===== config.mk =====
export PLATFORM = sky130hd
export DESIGN_NAME = snake_step_scheduler
export DESIGN_NICKNAME = d
export VERILOG_FILES = /design/src/rtl/snake_pkg.sv /design/src/rtl/btn_debounce.sv /design/src/rtl/snake_step_scheduler.sv
export SDC_FILE = /design/constraint.sdc
export NUM_CORES = 1
export LEC_CHECK = 0
export ABC_AREA = 1
export CAP_MARGIN = 30
export CELL_PAD_IN_SITES_DETAIL_PLACEMENT = 1
export CELL_PAD_IN_SITES_GLOBAL_PLACEMENT = 1
export CORE_MARGIN = 5
export CORE_UTILIZATION = 44
export CTS_BUF_LIST = sky130_fd_sc_hd__clkbuf_16
export CTS_CLUSTER_SIZE = 16
export DETAILED_ROUTE_END_ITERATION = 7
export PLACE_DENSITY_LB_ADDON = 0.1
export SYNTH_ARGS = -nofsm -noshare
export SYNTH_HDL_FRONTEND = slang
export SYNTH_SLANG_ARGS = --single-unit

===== constraint.sdc =====
create_clock -name clk -period 6.3 [get_ports clk]
set_input_delay 1.26 -clock clk [delete_from_list [all_inputs] [get_ports clk]]
set_output_delay 1.26 -clock clk [all_outputs]
set_load 0.02 [all_outputs]

===== src/rtl/snake_pkg.sv =====
// Shared snake definitions: play-state encodings, direction codes and grid constants.
package snake_pkg;

  typedef enum logic [1:0] {
    ST_IDLE  = 2'b00,
    ST_RUN   = 2'b01,
    ST_PAUSE = 2'b10,
    ST_OVER  = 2'b11
  } state_e;

  typedef enum logic [1:0] {
    DIR_UP    = 2'b00,
    DIR_RIGHT = 2'b01,
    DIR_DOWN  = 2'b10,
    DIR_LEFT  = 2'b11
  } dir_e;

  localparam int GRID_W = 32;
  localparam int GRID_H = 24;

endpackage


===== src/rtl/btn_debounce.sv =====
// Button conditioner: 2-FF synchroniser, stable-count debounce, one-cycle press on debounced rise.
module btn_debounce #(
  parameter int DEBOUNCE_CYCLES = 1_000_000
) (
  input  logic clk,
  input  logic rst,
  input  logic button,
  output logic press
);

  localparam int CW = $clog2(DEBOUNCE_CYCLES + 1);

  logic          sync_a, sync_b;
  logic          deb, deb_d;
  logic [CW-1:0] cnt;

  always_ff @(posedge clk) begin
    if (rst) begin
      sync_a <= 1'b0;
      sync_b <= 1'b0;
      deb    <= 1'b0;
      deb_d  <= 1'b0;
      cnt    <= '0;
    end else begin
      sync_a <= button;
      sync_b <= sync_a;
      deb_d  <= deb;
      // any agreeing sample restarts the stability count
      if (sync_b != deb) begin
        if (cnt == CW'(DEBOUNCE_CYCLES - 1)) begin
          deb <= sync_b;
          cnt <= '0;
        end else begin
          cnt <= cnt + 1'b1;
        end
      end else begin
        cnt <= '0;
      end
    end
  end

  assign press = deb & ~deb_d;

endmodule


===== src/rtl/snake_step_scheduler.sv =====
// Snake play FSM and move scheduler; interval shrinks with level.
// Build option SNAKE_PAUSE_EN: press in RUN pauses instead of restarting.
module snake_step_scheduler
  import snake_pkg::*;
#(
  parameter int CNT_W            = 27,
  parameter int BASE_INTERVAL    = 50_000_000,
  parameter int MIN_INTERVAL     = 10_000_000,
  parameter int INTERVAL_DEC     = 5_000_000,
  parameter int POINTS_PER_LEVEL = 5,
  parameter int MAX_LEVEL        = 15,
  parameter int DEBOUNCE_CYCLES  = 1_000_000
) (
  input  logic        clk,
  input  logic        rst,
  input  logic        button,
  input  logic        game_over_in,
  input  logic [15:0] score_in,
  output logic        step_tick,
  output logic        restart,
  output logic        running,
  output logic        paused,
  output logic [1:0]  state,
  output logic [3:0]  level
);

  localparam int IW = CNT_W + 4;

  state_e           st;
  logic             press;
  logic [CNT_W-1:0] counter, interval, target;
  logic [15:0]      lvl_q;
  logic [3:0]       lvl_next;
  logic [IW-1:0]    dec_w, diff_w;

  btn_debounce #(.DEBOUNCE_CYCLES(DEBOUNCE_CYCLES)) u_btn (
    .clk    (clk),
    .rst    (rst),
    .button (button),
    .press  (press)
  );

  assign lvl_q    = score_in / 16'(POINTS_PER_LEVEL);
  assign lvl_next = (lvl_q > 16'(MAX_LEVEL)) ? 4'(MAX_LEVEL) : lvl_q[3:0];

  // widened so a large level clamps to the floor instead of wrapping
  assign dec_w  = IW'(level) * IW'(INTERVAL_DEC);
  assign diff_w = IW'(BASE_INTERVAL) - dec_w;
  assign target = (dec_w >= IW'(BASE_INTERVAL) || diff_w < IW'(MIN_INTERVAL))
                  ? CNT_W'(MIN_INTERVAL) : diff_w[CNT_W-1:0];

  always_ff @(posedge clk) begin
    if (rst) begin
      st        <= ST_IDLE;
      counter   <= '0;
      interval  <= CNT_W'(BASE_INTERVAL);
      level     <= '0;
      step_tick <= 1'b0;
      restart   <= 1'b0;
    end else begin
      level     <= lvl_next;
      step_tick <= 1'b0;
      restart   <= 1'b0;
      case (st)
        ST_IDLE, ST_OVER: begin
          if (press) begin
            st       <= ST_RUN;
            restart  <= 1'b1;
            counter  <= '0;
            interval <= target;
          end
        end
        ST_RUN: begin
          if (game_over_in) begin
            st <= ST_OVER;
          end else if (press) begin
`ifdef SNAKE_PAUSE_EN
            st <= ST_PAUSE;
`else
            restart  <= 1'b1;
            counter  <= '0;
            interval <= target;
`endif
          end else if (counter == interval - 1'b1) begin
            step_tick <= 1'b1;
            counter   <= '0;
            interval  <= target;
          end else begin
            counter <= counter + 1'b1;
          end
        end
`ifdef SNAKE_PAUSE_EN
        ST_PAUSE: begin
          if (press) st <= ST_RUN;
        end
`endif
        default: st <= ST_IDLE;
      endcase
    end
  end

  assign state   = st;
  assign running = (st == ST_RUN);
`ifdef SNAKE_PAUSE_EN
  assign paused  = (st == ST_PAUSE);
`else
  assign paused  = 1'b0;
`endif

endmodule

**Word level (Yosys, flattened, before mapping)**

Cells that the tools add are included.

- Register bits after elaboration: 86
- Bits of input ports: 20
- Output and inout bits: 10

- $add $sub $neg: 4
- Multiply operators: 1
- Div/mod/pow operators: 1
- Order comparisons: 3
- Equal/unequal tests: 9
- Multiplexer cells: 19
- Bitwise logic cells: 4
- Reduce and logical (&&, ||, !) cells: 10

Operator list:

| kind | number |
|---|---|
| 27-bit two-way mux | 9 |
| 27-bit case mux with 2 select lines | 2 |
| 31-bit by 24-bit < comparator with 1-bit output, second input constant | 1 |
| 26-bit by 27-bit subtractor with 28-bit output, first input constant | 1 |
| 27-bit by 1-bit adder with 27-bit output, second input constant | 1 |
| 27-bit equality test | 1 |
| 27-bit by 26-bit >= comparator with 1-bit output, second input constant | 1 |
| 27-bit by 1-bit subtractor with 27-bit output, second input constant | 1 |
| 4-bit by 17-bit multiplier with 21-bit output, second input constant | 1 |
| 20-bit by 1-bit adder with 20-bit output, second input constant | 1 |
| 20-bit equality test, second input constant | 1 |
| 16-bit by 3-bit divider with 16-bit output, second input constant | 1 |
| 16-bit by 4-bit greater-than comparator with 1-bit output, second input constant | 1 |
| 2-bit inequality test, second input constant | 3 |
| 2-bit two-way mux | 2 |
| 4-bit two-way mux | 1 |
| 2-bit case mux with 2 select lines | 1 |
| 2-bit AND reduction | 2 |
| 4-bit AND reduction | 1 |
| 4-bit OR reduction | 1 |
| 1-bit two-way mux | 3 |
| 3-bit by 1-bit inequality test with 1-bit output, second input constant | 1 |
| 1-bit inverter | 3 |
| 3-bit AND reduction | 1 |
| other kinds (10) | 10 |

**Logic depth before layout (Yosys ltp)**

Gate-level depths: netlist of the first run.

- Depth after elaboration: 9
- Depth in mapped cells: 65
- Gate-level depth less buffers: 65

**Hierarchy**

Synthesis of the first run repeated with hierarchy kept, for this count alone.

- Cell total of the unflattened synthesis: 986
- Area, all modules: 6575.1 sq um

Modules (own cells, without submodules):

| module | times used | cells each | area an instance (sq um) | seq. area each (sq um) |
|---|---|---|---|---|
| snake_step_scheduler | 1 | 822 | 5371.4 | 1121.1 |
| btn_debounce | 1 | 164 | 1203.7 | 480.5 |

**Worst setup path after synthesis of the first run**

No wires, ideal clock.

- Path kind: input to register
- Start point: input port score_in[13]
- End point: register level[0]
- Arrival: 5.573 ns
- Required time: 6.168 ns
- Path slack: 0.595 ns
- Stages on the path: 57
- Cells stage by stage: inv_2 > nand3_1 > nand3_1 > nand2_1 > nand2_1 > inv_1 > o21ai_1 > nand2_2 > nand2_2 > nand2_2 > nand3_1 > nand3_2 > nand2_4 > nand2_4 > nand2_1 > nand3_2 > nand2_2 > nand2_2 > (+21 left out) > nand2_4 > nand2_1 > nand2_2 > inv_2 > nand2_2 > nand2_4 > nand2_4 > nand2_1 > inv_1 > ha_1 > inv_1 > nand3_2 > nand2_4 > nand3_4 > nand2_1 > nand4_1 > nor2_1 > a21oi_1

- Cells in the longest elaborated chain, start to end: 3

Ends and longest elaborated chain:

| element | line | source |
|---|---|---|
| from (decl) | snake_step_scheduler.sv:18 | `input logic [15:0] score_in,` |
| 16-bit by 3-bit divider with 16-bit output (*) | snake_step_scheduler.sv:43 | `assign lvl_q = score_in / 16'(POINTS_PER_LEVEL);` |
| 16-bit by 4-bit greater-than comparator with 1-bit output | snake_step_scheduler.sv:44 | `assign lvl_next = (lvl_q > 16'(MAX_LEVEL)) ? 4'(MAX_LEVEL) : lvl_q[3:0];` |
| 4-bit two-way mux (*) | snake_step_scheduler.sv:44 |  |
| to (signal assigned) | snake_step_scheduler.sv:61 | `level <= lvl_next;` |
| to (decl) | snake_step_scheduler.sv:24 | `output logic [3:0] level` |

Every way passes the cells marked *; elsewhere a longest branch is shown, timed or not.
A chain may end at the register's enable or synchronous reset.

**Worst setup path after layout of the first run**

Ends and elaborated chain as after synthesis.

==> out/results.tsv, run 1 <==
metric	value	unit
Critical path origin	score_in[13]	
vias in the first global route	6422	
R2R Path End	interval[16]$_SDFFE_PP0P_	
Die X	131.1	um
I/O Buffers	28	
TritonCTS Buffers	9	
combinational share of power	65.7	%
via count	6571	
gpl congestion	0.8046	
multiplexer share of the synthesized area	0	%
first-pass GRT wire length	28.07	mm
max incr delay on CP	0.22	ns
Sink Count	79	
slowest CP cell	a21boi_4	
post-synth top area share	24.52	%
LEAKAGE	3.904	nW
simple-gate share of the synthesized area	37.19	%
crit path DAT	6.41	ns
Final nets	1126	
Commonest cells post-synth	188 x nand2_1, 158 x inv_1, 86 x nor2_1	
internal power	0.001856	W
largest net degree at the start of global routing	27	
net switching power	0.001539	W
Antenna Violating Nets Remaining	0	
worst-margin pin slew	0.5396	ns
max-slew violation count	0	
xor/xnor share of the synthesized area	10.05	%
period utilization	98.16	%
TritonCTS clock tree	built	
die area	17180	um2
initial antenna violation count	0	
endpoints failing hold	0	
R2R Setup Slk	0.71	ns
Detailed Route Iter0 Violations	201	
Ys Warns	0	
count leader, synth	nand2_1	
share of layout cells above drive strength 1	21.67	%
Gate Count Post-Synth	974	
r2r startpoint	level[2]$_SDFF_PP0_	
Sequential Power Share	16.3	%
Worst path most repeated cell	nand2_4	
Rows	44	
CP Data Required Time	6.53	ns
TritonRoute pass-1 iters	4	
dpl hpwl	12.87	mm
top cells by area, synth	dfxtp_1 25%, nand2_1 11%, inv_1 9.2%	
Worst setup SP type	primary input	
sw frac	45.33	%
clk_skew	0.009031	ns
Die Ht	131.1	um
GRT overflow	0	
IO Count	30	
crit path capture type	flop	
fmax	161.7	MHz
Main synth FF type	dfxtp_1	
Core ar.	14480	um2
fin crit period	6.184	ns
number of synthesized flops with an enable pin	0	
synthesized flop and latch total	79	
slack of the critical path	0.1161	ns
ys async rst share	0	%
Initial Utilization	44.54	%
drt wl/cell	14.38	um
outcome	completed	
clk_lat worst skew	0.35	ns
worst hold path type	reg2reg	
total power draw	0.003395	W
CP Class	in2reg	
drt via density	5.219	
Setup violations, final	0	
CP max FO	5	
crit path to	level[0]$_SDFF_PP0_	
relative slew slack	63.81	%
Synth area leader	dfxtp_1	
Hold Path Origin	u_btn.sync_a$_SDFF_PP0_	
CTS root buf	clkbuf_16	
Reg clk slew, reported paths	0.07	ns
Pwr Density	417.2	nW/um2
max-capacitance violation count	0	
largest family of logic cells by synthesized area	simple AND/OR/NAND/NOR gates	
Layout area overhead	26.21	%
share of power burned in the clock network	18.0	%
sequential fraction of the synthesis area	24.52	%
GRT Total Usage	19.68	%
final WL	18.11	mm
Post-Syn Nets	1030	
Synth Cell Area	6449	um2
worst ir drop on vdd	0.6294	mV
compound-gate portion of the synthesized area	10.09	%
Worst R2R Path Depth	29	
Place WS	-0.5391	ns
mean cell area of the mapped netlist	6.621	um2
Unique masters post-synth	51	
maximum buffer depth of the clock tree	2	
Residual DRC	0	
CTS HTree Levels	3	
Adder-Cell Fraction of Synth Area	7.218	%
antenna diode count	0	
-- metal layers --
layer | vias to the layer above | global-route usage (%) | wire length (um)
met5 | - | 0 | 0
met1 | 3161 | 23.88 | 7959
li1 | 3323 | - | -
met2 | 58 | 36.38 | 9484
met3 | 29 | 3.363 | 323
met4 | 0 | 3.993 | 343
-- final cells by class --
| type | count | area [um2] |
|---|---|---|
| inverters | 175 | 669.4 |
| clock inverters | 7 | 120.1 |
| clock buffers | 9 | 225.2 |
| well taps | 184 | 230.2 |
| repair buffers | 95 | 780.7 |
| multi-input cells | 710 | 4532 |
| flip-flops and latches | 79 | 1582 |
| fillers | 1899 | 6340 |
-- metrics by stage --
| stage | cells | hold WS [ns] | TNS [ns] | util (%) | cell area [um2] |
|---|---|---|---|---|---|
| 6_report | 1259 | 0.4027 | 0 | 56.21 | 8139 |
| 3_5_place_dp | 1222 | 0.3983 | -0.9614 | 50.16 | 7263 |
| 5_1_grt | 1259 | 0.4146 | -0.4702 | 56.21 | 8139 |
| 2_1_floorplan | 974 | 0.3883 | 0 | - | 6449 |
| 3_3_place_gp | 1222 | 0.3887 | -0.7036 | 50.16 | 7263 |
| 4_1_cts | 1239 | 0.4069 | 0 | 52.83 | 7650 |
-- timing repair --
item	4_1_cts	5_1_grt
pin swaps	8	49
hold buffers	0	0
gates resized for setup	14	104
buffers inserted	1	20
setup endpoints to repair	2	2
-- how the worst min path moves through the flow --
stage               slack [ns]  cells past startpoint                       to
global route              0.41                      2  u_btn.sync_b$_SDFF_PP0_
floorplan                 0.39                      2  u_btn.sync_b$_SDFF_PP0_
CTS                       0.41                      2  u_btn.sync_b$_SDFF_PP0_
global placement          0.39                      2  u_btn.sync_b$_SDFF_PP0_
finish                    0.40                      2  u_btn.sync_b$_SDFF_PP0_
detailed placement        0.40                      2  u_btn.sync_b$_SDFF_PP0_
-- worst max-delay path: cells and delay by family --
kind            cells  cell delay, ns
buf+inv            10            0.76
fa+ha+maj           1            0.16
compound gates      2            0.29
simple gates       45            3.91
-- state kept, by name (all words and copies together), names as in the netlist --
| register | count |
|---|---|
| counter | 27 |
| interval | 20 |
| level | 4 |
| restart | 1 |
| state | 2 |
| step_tick | 1 |
| u_btn.cnt | 20 |
| u_btn.deb | 1 |
| u_btn.deb_d | 1 |
| u_btn.sync_a | 1 |
| u_btn.sync_b | 1 |
-- power by group through the flow --
stage	clock network (W)	logic [W]	registers, W
after floorplan	0	0.00121	0.000560
after global placement	0	0.00174	0.000565
after detailed placement	0	0.00178	0.000566
after CTS	0.000623	0.00185	0.000555
after global routing	0.000649	0.00245	0.000558
final	0.000610	0.00223	0.000555
-- kinds of logic after synthesis --
logic type	after synthesis
buf+inv	185
other cells	1
fa+ha+maj	36
simple gates	493
xor+xnor	74
compound gates	106
flops	79
-- cells in the final DEF, fill, tap and decap left out, types with 33 or more instances in the layout --
cell type  instances
buf_4             67
inv_1            154
nand2_2           42
a21oi_1           37
dfxtp_1           79
nand2_1          154
xor2_1            53
nand3_1           75
nand2_4           34
nor2_1            86
ha_1              33
No activity file was read; power rests on OpenSTA's default activity.
==> inputs of run 2 (changes only) <==
--- a/config.mk
+++ b/config.mk
@@ -11,7 +11,6 @@
 export CELL_PAD_IN_SITES_GLOBAL_PLACEMENT = 1
 export CORE_MARGIN = 5
 export CORE_UTILIZATION = 44
-export CTS_BUF_LIST = sky130_fd_sc_hd__clkbuf_16
 export CTS_CLUSTER_SIZE = 16
 export DETAILED_ROUTE_END_ITERATION = 7
 export PLACE_DENSITY_LB_ADDON = 0.1
==> run 2 against run 1 <==
Compared with the run above: clock skew did not move; critical path depth stayed put; first-iteration DRC count down 0.50%; via count hardly changed; maximum frequency unchanged; critical path type unchanged; clock-buffer cell count up 1; clock power hardly changed; sequential cell count unchanged; cell count did not move; global-route usage stayed put; die area did not move; non-clock buffer count stayed put; critical endpoint unchanged.
==> out/results.tsv, run 2 (same netlist as run 1, synthesis figures left out) <==
metric	value	unit
clk_lat worst skew	0.35	ns
Layout Cells excl Fill	1259	
max FFs per register	27	
initial antenna violation count	0	
max incr delay on CP	0.22	ns
fmax	161.7	MHz
worst ir drop on vdd	0.6294	mV
I/O Buffers	28	
share of layout cells above drive strength 1	21.67	%
largest net degree at the start of global routing	27	
final core occ	56.21	%
TritonRoute pass-1 iters	4	
Top Family by Delay on Critical Path	simple AND/OR/NAND/NOR gates	
antenna diode count	0	
IO Count	30	
Setup violations, final	0	
Worst setup SP type	primary input	
Pwr Density	417.4	nW/um2
placed cells	1222	
period utilization	98.16	%
R2R Setup Slk	0.72	ns
CP Data Required Time	6.53	ns
Hold EP	u_btn.sync_b$_SDFF_PP0_	
CTS root buf	clkbuf_16	
CP max FO	5	
vias in the first global route	6422	
TritonCTS Buffers	9	
first-pass GRT wire length	28.07	mm
endpoints failing hold	0	
area post-placement	7263	um2
setup TNS	0	ns
Worst R2R Path Depth	29	
Die Ht	131.1	um
crit path capture type	flop	
drt wl/cell	14.38	um
LEAKAGE	3.900	nW
gpl congestion	0.8046	
TritonCTS clock tree	built	
Rows	44	
final WL	18.11	mm
slowest CP cell	a21boi_4	
GRT overflow	0	
fin crit period	6.184	ns
Core ar.	14480	um2
Layout area overhead	26.21	%
commonest non-fill, non-tap cell in the layout	nand2_1	
drt via density	5.216	
dpl hpwl	12.87	mm
max-slew violation count	0	
relative slew slack	63.81	%
Residual DRC	0	
die area	17180	um2
maximum buffer depth of the clock tree	2	
Detailed Route Iter0 Violations	200	
via count	6567	
Reg clk slew, reported paths	0.07	ns
Worst path most repeated cell	nand2_4	
Final nets	1126	
Buf/Inv on CP	10	
biggest regs	counter (27), interval (20), u_btn.cnt (20)	
Antenna Violating Nets Remaining	0	
crit path DAT	6.41	ns
Final Instance Area	8139	um2
Hold Path Origin	u_btn.sync_a$_SDFF_PP0_	
commonest cells after routing, fill and taps aside	154 x nand2_1, 153 x inv_1, 86 x nor2_1	
R2R Path End	interval[16]$_SDFFE_PP0P_	
outcome	completed	
hold-critical path depth	2	
Most flops, register	counter	
worst-margin pin slew	0.5396	ns
CTS HTree Levels	3	
CP Class	in2reg	
Initial Utilization	44.54	%
GRT Total Usage	19.68	%
Die X	131.1	um
Sink Count	79	
clk_skew	0.009031	ns
worst hold path type	reg2reg	
r2r startpoint	level[2]$_SDFF_PP0_	
max-capacitance violation count	0	
run 2: cell types whose count changed in the layout (fill, tap and decap cells not counted), sizes merged:
cell,change
clkbuf,+1
inv,-1
run 2: per-layer routing:
layer | up-vias | GRT usage (%) | routed length, um
met2 | 56 | 36.38 | 9482
met1 | 3159 | 23.88 | 7966
li1 | 3323 | - | -
met3 | 29 | 3.363 | 314
met5 | - | 0 | 0
met4 | 0 | 3.993 | 343
run 2: tightest hold or removal path: stages, from the launching register on:
cell	delay [ns]
dfxtp_1	0.29
inv_1	0.04
nor2_1	0.03
run 2: power by group:
part	switching (W)	leakage (nW)	internal [W]	total (W)
combinational	0.00129	3.09	0.000943	0.00223
sequential	0.0000306	0.641	0.000524	0.000555
clock	0.000221	0.168	0.000391	0.000612
run 2: timing repair:
action	CTS	global route
hold buffers	0	0
endpoints found under the setup margin	2	2
gates resized for setup	14	104
buffers inserted	1	20
endpoints found under the hold margin	0	0
pin swaps	8	49
run 2: through the flow:
step | setup slack [ns] | hold slack (ns) | total power, W
finish | 0.1161 | 0.4027 | 0.003397
CTS | 0.06790 | 0.4069 | 0.003030
floorplan | 0.5950 | 0.3883 | 0.001774
global route | -0.2826 | 0.4146 | 0.003663
global placement | -0.3959 | 0.3887 | 0.002305
detailed placement | -0.5391 | 0.3983 | 0.002344
run 2: worst max path at each step:
stage	slack, ns	depth (start not counted)	end	startpoint
3_5_place_dp	-0.54	57	level[0]$_SDFF_PP0_	score_in[15]
4_1_cts	0.07	62	level[0]$_SDFF_PP0_	score_in[15]
3_3_place_gp	-0.40	57	level[0]$_SDFF_PP0_	score_in[15]
6_report	0.12	58	level[0]$_SDFF_PP0_	score_in[13]
5_1_grt	-0.28	62	level[0]$_SDFF_PP0_	score_in[13]
2_1_floorplan	0.60	57	level[0]$_SDFF_PP0_	score_in[13]
run 2: area by class of cell:
class / count / area, um2
sequential: 79 / 1582
timing repair buffer: 95 / 780.7
clock inverter: 6 / 116.4
inverter: 175 / 669.4
clock buffer: 10 / 229.0
tap: 184 / 230.2
fill: 1899 / 6340
multi-input combinational: 710 / 4532
==> inputs of run 3 (changes only) <==
--- a/config.mk
+++ b/config.mk
@@ -10,7 +10,7 @@
 export CELL_PAD_IN_SITES_DETAIL_PLACEMENT = 1
 export CELL_PAD_IN_SITES_GLOBAL_PLACEMENT = 1
 export CORE_MARGIN = 5
-export CORE_UTILIZATION = 44
+export CORE_UTILIZATION = 30
 export CTS_CLUSTER_SIZE = 16
 export DETAILED_ROUTE_END_ITERATION = 7
 export PLACE_DENSITY_LB_ADDON = 0.1
==> constraint.sdc (replaced) <==
create_clock -name clk -period 6.5 [get_ports clk]
set_input_delay 1.3 -clock clk [delete_from_list [all_inputs] [get_ports clk]]
set_output_delay 1.3 -clock clk [all_outputs]
set_load 0.005 [all_outputs]
==> run 3 against run 2 <==
Compared with the run above: clock skew shrank 0.0031 ns; clock power shrank 4.6%; non-clock buffer count shrank 9; power shrank 5.9%; critical path depth shrank 1; die area grew 43%; register-to-register slack gained 0.41 ns; via count shrank 6.1%; sequential share of layout area shrank 0.12 points; routed wire length shrank 5.4%; critical endpoint unchanged; largest cell class unchanged; highest routed layer unchanged.
==> out/results.tsv, run 3 (same netlist as run 1, synthesis figures left out) <==
metric	value	unit
GRT overflow	0	
Core ar.	21090	um2
LEAKAGE	3.859	nW
fmax	162.7	MHz
Final nets	1117	
CP Data Required Time	6.77	ns
share of layout cells above drive strength 1	19.98	%
Rows	53	
biggest regs	counter (27), interval (20), u_btn.cnt (20)	
I/O Buffers	28	
endpoints failing hold	0	
CTS root buf	clkbuf_16	
drt wl/cell	12.77	um
vias in the first global route	6320	
via count	6167	
IO Count	30	
crit path DAT	6.41	ns
slack of the critical path	0.3548	ns
slowest CP cell	or2_2	
final WL	17.12	mm
final core occ	38.83	%
drt via density	4.599	
TritonCTS Buffers	9	
max-slew violation count	0	
Reg clk slew, reported paths	0.06	ns
Worst setup SP type	primary input	
CP max FO	5	
commonest cells after routing, fill and taps aside	161 x nand2_1, 153 x inv_1, 86 x nor2_1	
max FFs per register	27	
GRT Total Usage	14.01	%
die area	24530	um2
clk_skew	0.005906	ns
commonest non-fill, non-tap cell in the layout	nand2_1	
TritonRoute pass-1 iters	4	
clk_lat worst skew	0.34	ns
crit path capture type	flop	
Setup violations, final	0	
relative slew slack	59.09	%
setup TNS	0	ns
antenna diode count	0	
Place WS	-0.5214	ns
Detailed Route Iter0 Violations	148	
outcome	completed	
max incr delay on CP	0.30	ns
gpl congestion	0.7564	
worst-margin pin slew	0.5982	ns
TritonCTS clock tree	built	
Residual DRC	0	
CP Class	in2reg	
Initial Utilization	30.58	%
period utilization	94.54	%
Die Ht	156.6	um
dpl hpwl	13.67	mm
max-capacitance violation count	0	
fin crit period	6.145	ns
maximum buffer depth of the clock tree	2	
Pwr Density	390.4	nW/um2
Most flops, register	counter	
worst ir drop on vdd	0.3844	mV
CTS HTree Levels	3	
Die X	156.6	um
Antenna Violating Nets Remaining	0	
Sink Count	79	
initial antenna violation count	0	
first-pass GRT wire length	28.99	mm
largest net degree at the start of global routing	27	
Layout area overhead	26.99	%
worst hold path type	reg2reg	
Worst path most repeated cell	nand2_4	
[run 3: cell types whose count changed in the layout (fill, tap and decap cells not counted), sizes merged]
cell          delta
buf              -9
clkbuf           -2
clkinv           +1
clkinvlp         +1
dlymetal6s2s     +1
inv              -1
[run 3: report_power, final]
part / total (W) / switching, W / internal, W
Sequential: 0.000537 / 0.0000292 / 0.000508
Clock: 0.000584 / 0.000208 / 0.000376
Combinational: 0.00208 / 0.00118 / 0.000899
[run 3: repair_timing]
action / 4_1_cts / 5_1_grt
hold buffers: 0 / 0
resized for setup: 6 / 104
endpoints found under the hold margin: 0 / 0
setup buffers: 0 / 13
pin swaps: 1 / 45
setup endpoints to repair: 2 / 2
[run 3: layout make-up]
| cell class | count | area [um2] |
|---|---|---|
| clock buffers | 9 | 225.2 |
| flip-flops and latches | 79 | 1582 |
| multi-input cells | 710 | 4527 |
| clock inverters | 7 | 120.1 |
| well taps | 275 | 344.1 |
| fillers | 2713 | 12900 |
| inverters | 175 | 674.4 |
| repair buffers | 86 | 716.9 |
[run 3: worst paths after layout]
| path | from | endpoint | slack (ns) | cells past startpoint |
|---|---|---|---|---|
| max reg2reg | level[3]$_SDFF_PP0_ | interval[16]$_SDFFE_PP0P_ | 1.13 | 28 |
| min reg2reg | u_btn.sync_a$_SDFF_PP0_ | u_btn.sync_b$_SDFF_PP0_ | 0.42 | 2 |
| max | score_in[12] | level[0]$_SDFF_PP0_ | 0.35 | 57 |
| min | u_btn.sync_a$_SDFF_PP0_ | u_btn.sync_b$_SDFF_PP0_ | 0.42 | 2 |
[run 3: through the flow]
stage                     hold WS, ns  cell area, um2  cells  power (W)
final                          0.4183            8189   1341   0.003197
after floorplan                0.3883            6449    974   0.001714
after detailed placement       0.4159            7370   1312   0.002290
after global routing           0.4360            8189   1341   0.003474
after CTS                      0.4275            7722   1328   0.002896
after global placement         0.4037            7370   1312   0.002272
[run 3: critical path: cells and delay by family]
| kind | cells | cell delay [ns] |
|---|---|---|
| buffers and inverters | 6 | 0.53 |
| AOI/OAI and AO/OA | 1 | 0.12 |
| adders and majority gates | 1 | 0.26 |
| and+or+nand+nor | 49 | 4.17 |
[run 3: per-layer routing]
| metal | part of all wire [%] | track usage, % |
|---|---|---|
| met5 | 0 | 0 |
| met2 | 47 | 23.26 |
| met1 | 50 | 19.19 |
| met4 | 1.1 | 3.058 |
| met3 | 1.9 | 2.268 |
